--- config.mk ---
export PLATFORM = sky130hd
export DESIGN_NAME = instr_fetch
export DESIGN_NICKNAME = d
export VERILOG_FILES = /design/src/rtl/instr_fetch.sv
export SDC_FILE = /design/constraint.sdc
export NUM_CORES = 1
export LEC_CHECK = 0
export ABC_CLOCK_PERIOD_IN_PS = 1900
export BUFFER_PORTS_ARGS = -buffer_cell sky130_fd_sc_hd__buf_2
export CORE_MARGIN = 10
export CORE_UTILIZATION = 50
export CTS_CLUSTER_SIZE = 20
export DETAILED_ROUTE_END_ITERATION = 7
export PLACE_DENSITY = 0.79
export REMOVE_ABC_BUFFERS = 1
export SLEW_MARGIN = 20
export SYNTH_ARGS = -nofsm -noshare
export SYNTH_HDL_FRONTEND = slang
export SYNTH_SLANG_ARGS = --single-unit
--- constraint.sdc ---
create_clock -name clk -period 1.9 [get_ports clk]
set_input_delay 0.19 -clock clk [delete_from_list [all_inputs] [get_ports clk]]
set_output_delay 0.19 -clock clk [all_outputs]
set_load 0.03 [all_outputs]
--- src/rtl/instr_fetch.sv ---
// instr_fetch: fetches a 16-bit big-endian instruction as two byte reads starting at the latched pc
module instr_fetch #(
   parameter int ADDR_W = 3,
   parameter int DATA_W = 8
) (
   input  logic                  clk,
   input  logic                  rst,
   input  logic                  fetch_start,
   input  logic                  flush,
   input  logic [ADDR_W-1:0]     pc,
   output logic                  mem_rd_en,
   output logic [ADDR_W-1:0]     mem_addr,
   input  logic [DATA_W-1:0]     mem_rdata,
   input  logic                  mem_rvalid,
   output logic [2*DATA_W-1:0]   instr,
   output logic                  fetch_done,
   output logic                  busy
);
   localparam logic [2:0] IDLE    = 3'd0;
   localparam logic [2:0] REQ_HI  = 3'd1;
   localparam logic [2:0] WAIT_HI = 3'd2;
   localparam logic [2:0] REQ_LO  = 3'd3;
   localparam logic [2:0] WAIT_LO = 3'd4;
   localparam logic [2:0] DONE    = 3'd5;
   logic [2:0]        state, nxt;
   logic [ADDR_W-1:0] base;
   logic [DATA_W-1:0] hi_byte;
   logic              start_ok, hi_ok, lo_ok;
   assign start_ok   = state == IDLE && fetch_start && !flush;
   assign hi_ok      = state == WAIT_HI && mem_rvalid && !flush;
   assign lo_ok      = state == WAIT_LO && mem_rvalid && !flush;
   assign mem_rd_en  = state == REQ_HI || state == REQ_LO;
   assign fetch_done = state == DONE;
   assign busy       = state != IDLE;
   always_comb begin
      nxt = state;
      case (state)
         IDLE:    nxt = start_ok ? REQ_HI : IDLE;
         REQ_HI:  nxt = WAIT_HI;
         WAIT_HI: nxt = mem_rvalid ? REQ_LO : WAIT_HI;
         REQ_LO:  nxt = WAIT_LO;
         WAIT_LO: nxt = mem_rvalid ? DONE : WAIT_LO;
         default: nxt = IDLE;
      endcase
      if (flush && state != DONE) nxt = IDLE;
   end
   // mem_addr is loaded one cycle ahead of each request so it is registered yet valid in REQ_*
   always_ff @(posedge clk) begin
      if (rst) begin
         state    <= IDLE;
         base     <= '0;
         hi_byte  <= '0;
         instr    <= '0;
         mem_addr <= '0;
      end else begin
         state <= nxt;
         if (start_ok) begin
            base     <= pc;
            mem_addr <= pc;
         end
         if (hi_ok) begin
            hi_byte  <= mem_rdata;
            mem_addr <= base + ADDR_W'(1);
         end
         if (lo_ok) instr <= {hi_byte, mem_rdata};
      end
   end
endmodule

== Word-level counts from Yosys, hierarchy flattened ==
Cells that the tools add are included.

* $add $sub $neg: 1
* Equality and inequality tests: 6
* Multiplexer cells: 6
* Reduce and logical (&&, ||, !) cells: 13

{| class="wikitable"
|+ Operator list
! operator !! count
|-
| one-hot mux 3 bit (5 select lines) || 1
|-
| logical AND 1 bit || 7
|-
| equality test 3 x 2 -> 1 bit, second input constant || 2
|-
| equality test 3 bit, second input constant || 2
|-
| two-way mux 3 bit || 2
|-
| adder 3 x 1 -> 3 bit, second input constant || 1
|-
| equality test 3 x 1 -> 1 bit, second input constant || 1
|-
| zero test 3 bit || 1
|-
| two-way mux 1 bit || 3
|-
| != test 3 bit, second input constant || 1
|-
| nonzero test 3 bit || 1
|-
| nonzero test 2 bit || 1
|-
| OR reduction 2 bit || 1
|-
| zero test 1 bit || 1
|-
| logical OR 1 bit || 1
|}

* Register bits: 33
* Bits of input ports: 16
* Output and inout port bits: 22
* Logic and storage cells: 31

== Longest topological paths before layout ==
* Depth in word-level cells: 5
* Gate-level depth with buffers: 5

== Least setup slack after synthesis ==
OpenSTA, ideal clock, no wires.

* Path kind: flip-flop to flip-flop
* From: reg state[1]
* To: reg instr[10]
* Data arrival time: 1.309 ns
* Data required time: 1.768 ns
* Slack: 0.459 ns
* Stages on the path, launching flop included: 6
* Buffers on the path: 2
* Path through: dfxtp_1 > buf_6 > or4b_4 > buf_6 > o21ai_1 > a21oi_1

* Cells in the longest elaborated chain, start to end: 3

{| class="wikitable"
|+ Ends and longest elaborated chain
! what !! line !! text
|-
| start, declared || 25 || <nowiki>logic [2:0] state, nxt;</nowiki>
|-
| start signal, assigned || 56 || <nowiki>state <= nxt;</nowiki>
|-
| equality test 3 bit || 31 || <nowiki>assign lo_ok = state == WAIT_LO && mem_rvalid && !flush;</nowiki>
|-
| logical AND 1 bit (2 in a row) || 31 ||
|-
| end signal, assigned || 65 || <nowiki>if (lo_ok) instr <= {hi_byte, mem_rdata};</nowiki>
|-
| end, declared || 15 || <nowiki>output logic [2*DATA_W-1:0] instr,</nowiki>
|}

No other way between the ends.
A chain may end at the register's enable or synchronous reset.

== Worst setup path in the final report ==
* From: reg state[1]
* To: out busy

* Cells in the longest elaborated chain, start to end: 1

{| class="wikitable"
|+ Ends and longest elaborated chain
! what !! line !! text
|-
| nonzero test 3 bit || 34 || <nowiki>assign busy = state != IDLE;</nowiki>
|-
| end, declared || 17 || <nowiki>output logic busy</nowiki>
|}

No other way between the ends.

==> impl_metrics.py <==
metrics = {
    "run_status": {
        "status": "complete, no violations",
    },
    "sta": {
        "finalMaxSlewViolations": 0,
        "rsz0062_at_grt": "false",
        "fin_skew_ps": 6.12,
        "slew_headroom": 0.607,
        "fmax_mhz": 564,
        "setup_ws_ps": 127,
        "worst_slew_pin_slew_ps": 584,
        "setup_viol": 0,
        "fin_crit_sh": 0.933,
        "hold_viol": 0,
        "tns_ps": 0,
        "finalCriticalPeriod_ps": 1770,
    },
    "routing": {
        "wl_met2_um": 1730,
        "wl_met1_um": 1440,
        "drt_iter0_markers": 106,
        "ant_nets": 0,
        "wire_per_inst_um": 15.2,
        "dr.pass1.iters": 4,
        "viasPerCell": 5.75,
        "wl_um": 3480,
        "vias": 1316,
        "wl_met3_um": 268,
        "highest_layer": "met4",
        "drc": 0,
    },
    "place": {
        "hpwlAfterDp_um": 2540,
        "gp_congestion": 0.755,
        "io_buffers": 37,
        "pre_cts_ws_ps": 262,
    },
    "floorplan": {
        "rows": 19,
        "die_y_um": 73.8,
        "die_area_sq_um": 5440,
        "ios": 38,
        "start_util": 0.524,
        "die_x_um": 73.8,
        "design.core.area_sq_um": 2760,
    },
    "worst_hold_path": {
        "min_to": "hi_byte[1]$_SDFFE_PP0P_",
        "min_path_cells": 3,
        "hold_path.class": "in2reg",
        "hp-start": "mem_rdata[1]",
    },
    "final_layout": {
        "drive_above_1_share": 0.313,
        "fillers": 271,
        "diodes": 0,
        "finalNetCount": 214,
        "register_area_sq_um": 662,
        "multi_input_area_sq_um": 671,
        "syn_to_final_growth_pct": 17.5,
    },
    "synthesis": {
        "yosys_warnings": 0,
        "synth.avg_cell_area_sq_um": 8.81,
        "netlist_area_sq_um": 1450,
        "ys_types": 33,
        "post-synth-top-count-cell": "dfxtp_1",
        "synth_flop_cell": "dfxtp_1",
        "async_flop_share": 0,
        "synth.largest_area_cell": "dfxtp_1",
        "ys_ff_latch": 33,
        "synthTopCellsByCount": "dfxtp_1 (33), a21oi_1 (28), nand3_1 (27)",
        "synthTopCellsByArea": "dfxtp_1 (46%), a21oi_1 (9.7%), nand3_1 (9.4%)",
        "synthCells": 164,
        "synth_edf_count": 0,
        "yosysSeqAreaShare": 0.457,
        "post-synth-top-area-fraction": 0.457,
    },
    "clock_network": {
        "cts_hold_repair.buffers": 0,
        "cts_buffers": 5,
        "cts_tree": "done",
        "clock-root-buffer": "clkbuf_4",
        "clock_path_buffers": 2,
        "clock_latency_ps": 340,
        "htree_levels": 2,
        "cts.clk_slew.worst_paths_ps": 100,
        "numClockSinks": 33,
    },
    "critical_path": {
        "endpoint_kind": "output port",
        "critPathSlowestCell": "or3_2",
        "crit_fanout": 13,
        "critPathKind": "reg2out",
        "path_cells": "buf_4 -> or3_2 -> buf_2",
        "rr_startpoint": "state[2]$_SDFF_PP0_",
        "cp.required_ps": 1710,
        "r2r_cells": 3,
        "worstPathArrival_ps": 1580,
        "worst_setup_path_start_kind": "flop",
        "cp_slowest_stage_delay_ps": 460,
        "reg2reg_to": "instr[3]$_SDFFE_PP0P_",
        "r2r_slack_ps": 250,
    },
    "global_route": {
        "grt_pass1_vias": 1254,
        "grt_max_degree": 34,
        "grt_pass1_wl_um": 5710,
        "grt_overflow": 0,
        "gr-usage-all-layers": 0.131,
        "antenna_found_initial": 0,
    },
    "power_and_ir_drop": {
        "power_density_nw_per_um2": 801,
        "leakagePower_nw": 0.670,
        "peakVddDrop_uv": 711,
    },
    "flow_run": {
        "maxCapViolCount": 0,
    },
}
cells by family after synthesis:
family | after synthesis | share of synthesized area
AND/OR/NAND/NOR | 44 | 0.204
adder cells (fa/ha/maj) | 1 | 0.00866
flip-flops | 33 | 0.457
XOR/XNOR | 3 | 0.0182
buffers and inverters | 20 | 0.0788
AO/OA/AOI/OAI | 63 | 0.233
critical path, delay by kind of cell, from the launching register on:
| family | cells | cell delay (ps) |
|---|---|---|
| flip-flops | 1 | 400 |
| buffers and inverters | 2 | 390 |
| AND/OR/NAND/NOR | 1 | 460 |
cell type report:
type | instances | area share
sequential | 33 | 0.390
clock buffer | 7 | 0.0324
inverter | 3 | 0.00663
clock inverter | 1 | 0.0177
multi-input combinational | 111 | 0.395
tap | 31 | 0.0228
timing repair buffer | 43 | 0.136
power breakdown:
part / leakage (nW) / internal, mW / switching [mW]
Combinational: 0.358 / 0.0354 / 0.0686
Clock: 0.0455 / 0.314 / 0.237
Sequential: 0.267 / 0.699 / 0.00638
worst max-delay path by stage:
stage               slack (ps)  cells past startpoint                start                        to
global route                80                      3  state[1]$_SDFF_PP0_                      busy
finish                     130                      3  state[1]$_SDFF_PP0_                      busy
floorplan                  390                      3  state[1]$_SDFF_PP0_     instr[0]$_SDFFE_PP0P_
detailed placement         260                      3  state[2]$_SDFF_PP0_     instr[3]$_SDFFE_PP0P_
global placement           330                      3  state[2]$_SDFF_PP0_  mem_addr[2]$_SDFFE_PP0P_
CTS                         20                      3  state[1]$_SDFF_PP0_                      busy
flip-flops by register name, summed over array words and instances (netlist names):
name,flops
instr,16
state,3
hi_byte,8
base,3
mem_addr,3
cell usage in the layout, fill, tap and decap left out:
master / n
a31o_2: 1
o21ai_0: 12
a31oi_1: 1
nor3_1: 3
o21ai_2: 1
xor2_1: 1
nor3_2: 1
a311oi_1: 2
or4b_4: 1
dfxtp_1: 32
nor4b_4: 2
nand3_1: 27
or3_2: 1
ha_1: 1
clkbuf_4: 5
clkbuf_1: 1
o21ai_1: 17
bufinv_16: 1
inv_1: 2
xnor2_1: 2
nor2_1: 1
dfxtp_2: 1
and2b_2: 1
clkbuf_8: 1
buf_4: 6
or4b_1: 1
or4_1: 1
and3b_2: 1
clkinv_1: 1
buf_2: 37
a21oi_1: 28
and3_2: 1
nor4_1: 2
nand2_2: 1
o32a_1: 1
stage by stage:
step | cell area, sq um | hold WS [ps] | utilization | instances | total power [mW]
after floorplan | 1340 | 259 | - | 147 | 0.765
after global placement | 1610 | 448 | 0.584 | 221 | 0.822
after detailed placement | 1610 | 466 | 0.584 | 221 | 0.825
after CTS | 1700 | 96.0 | 0.615 | 229 | 1.37
after global routing | 1700 | 86.7 | 0.616 | 229 | 1.42
final | 1700 | 102 | 0.616 | 229 | 1.36
layer usage:
metal / global-route usage / up-vias
met5: 0 / -
met4: 0.0683 / 0
met3: 0.0404 / 5
met2: 0.220 / 36
met1: 0.145 / 611
li1: - / 664
repair_timing:
action                     4_1_cts  5_1_grt
resized for setup                0        1
setup endpoints to repair        0        2
setup buffers                    0        0
No activity file was read; power rests on OpenSTA's default activity.
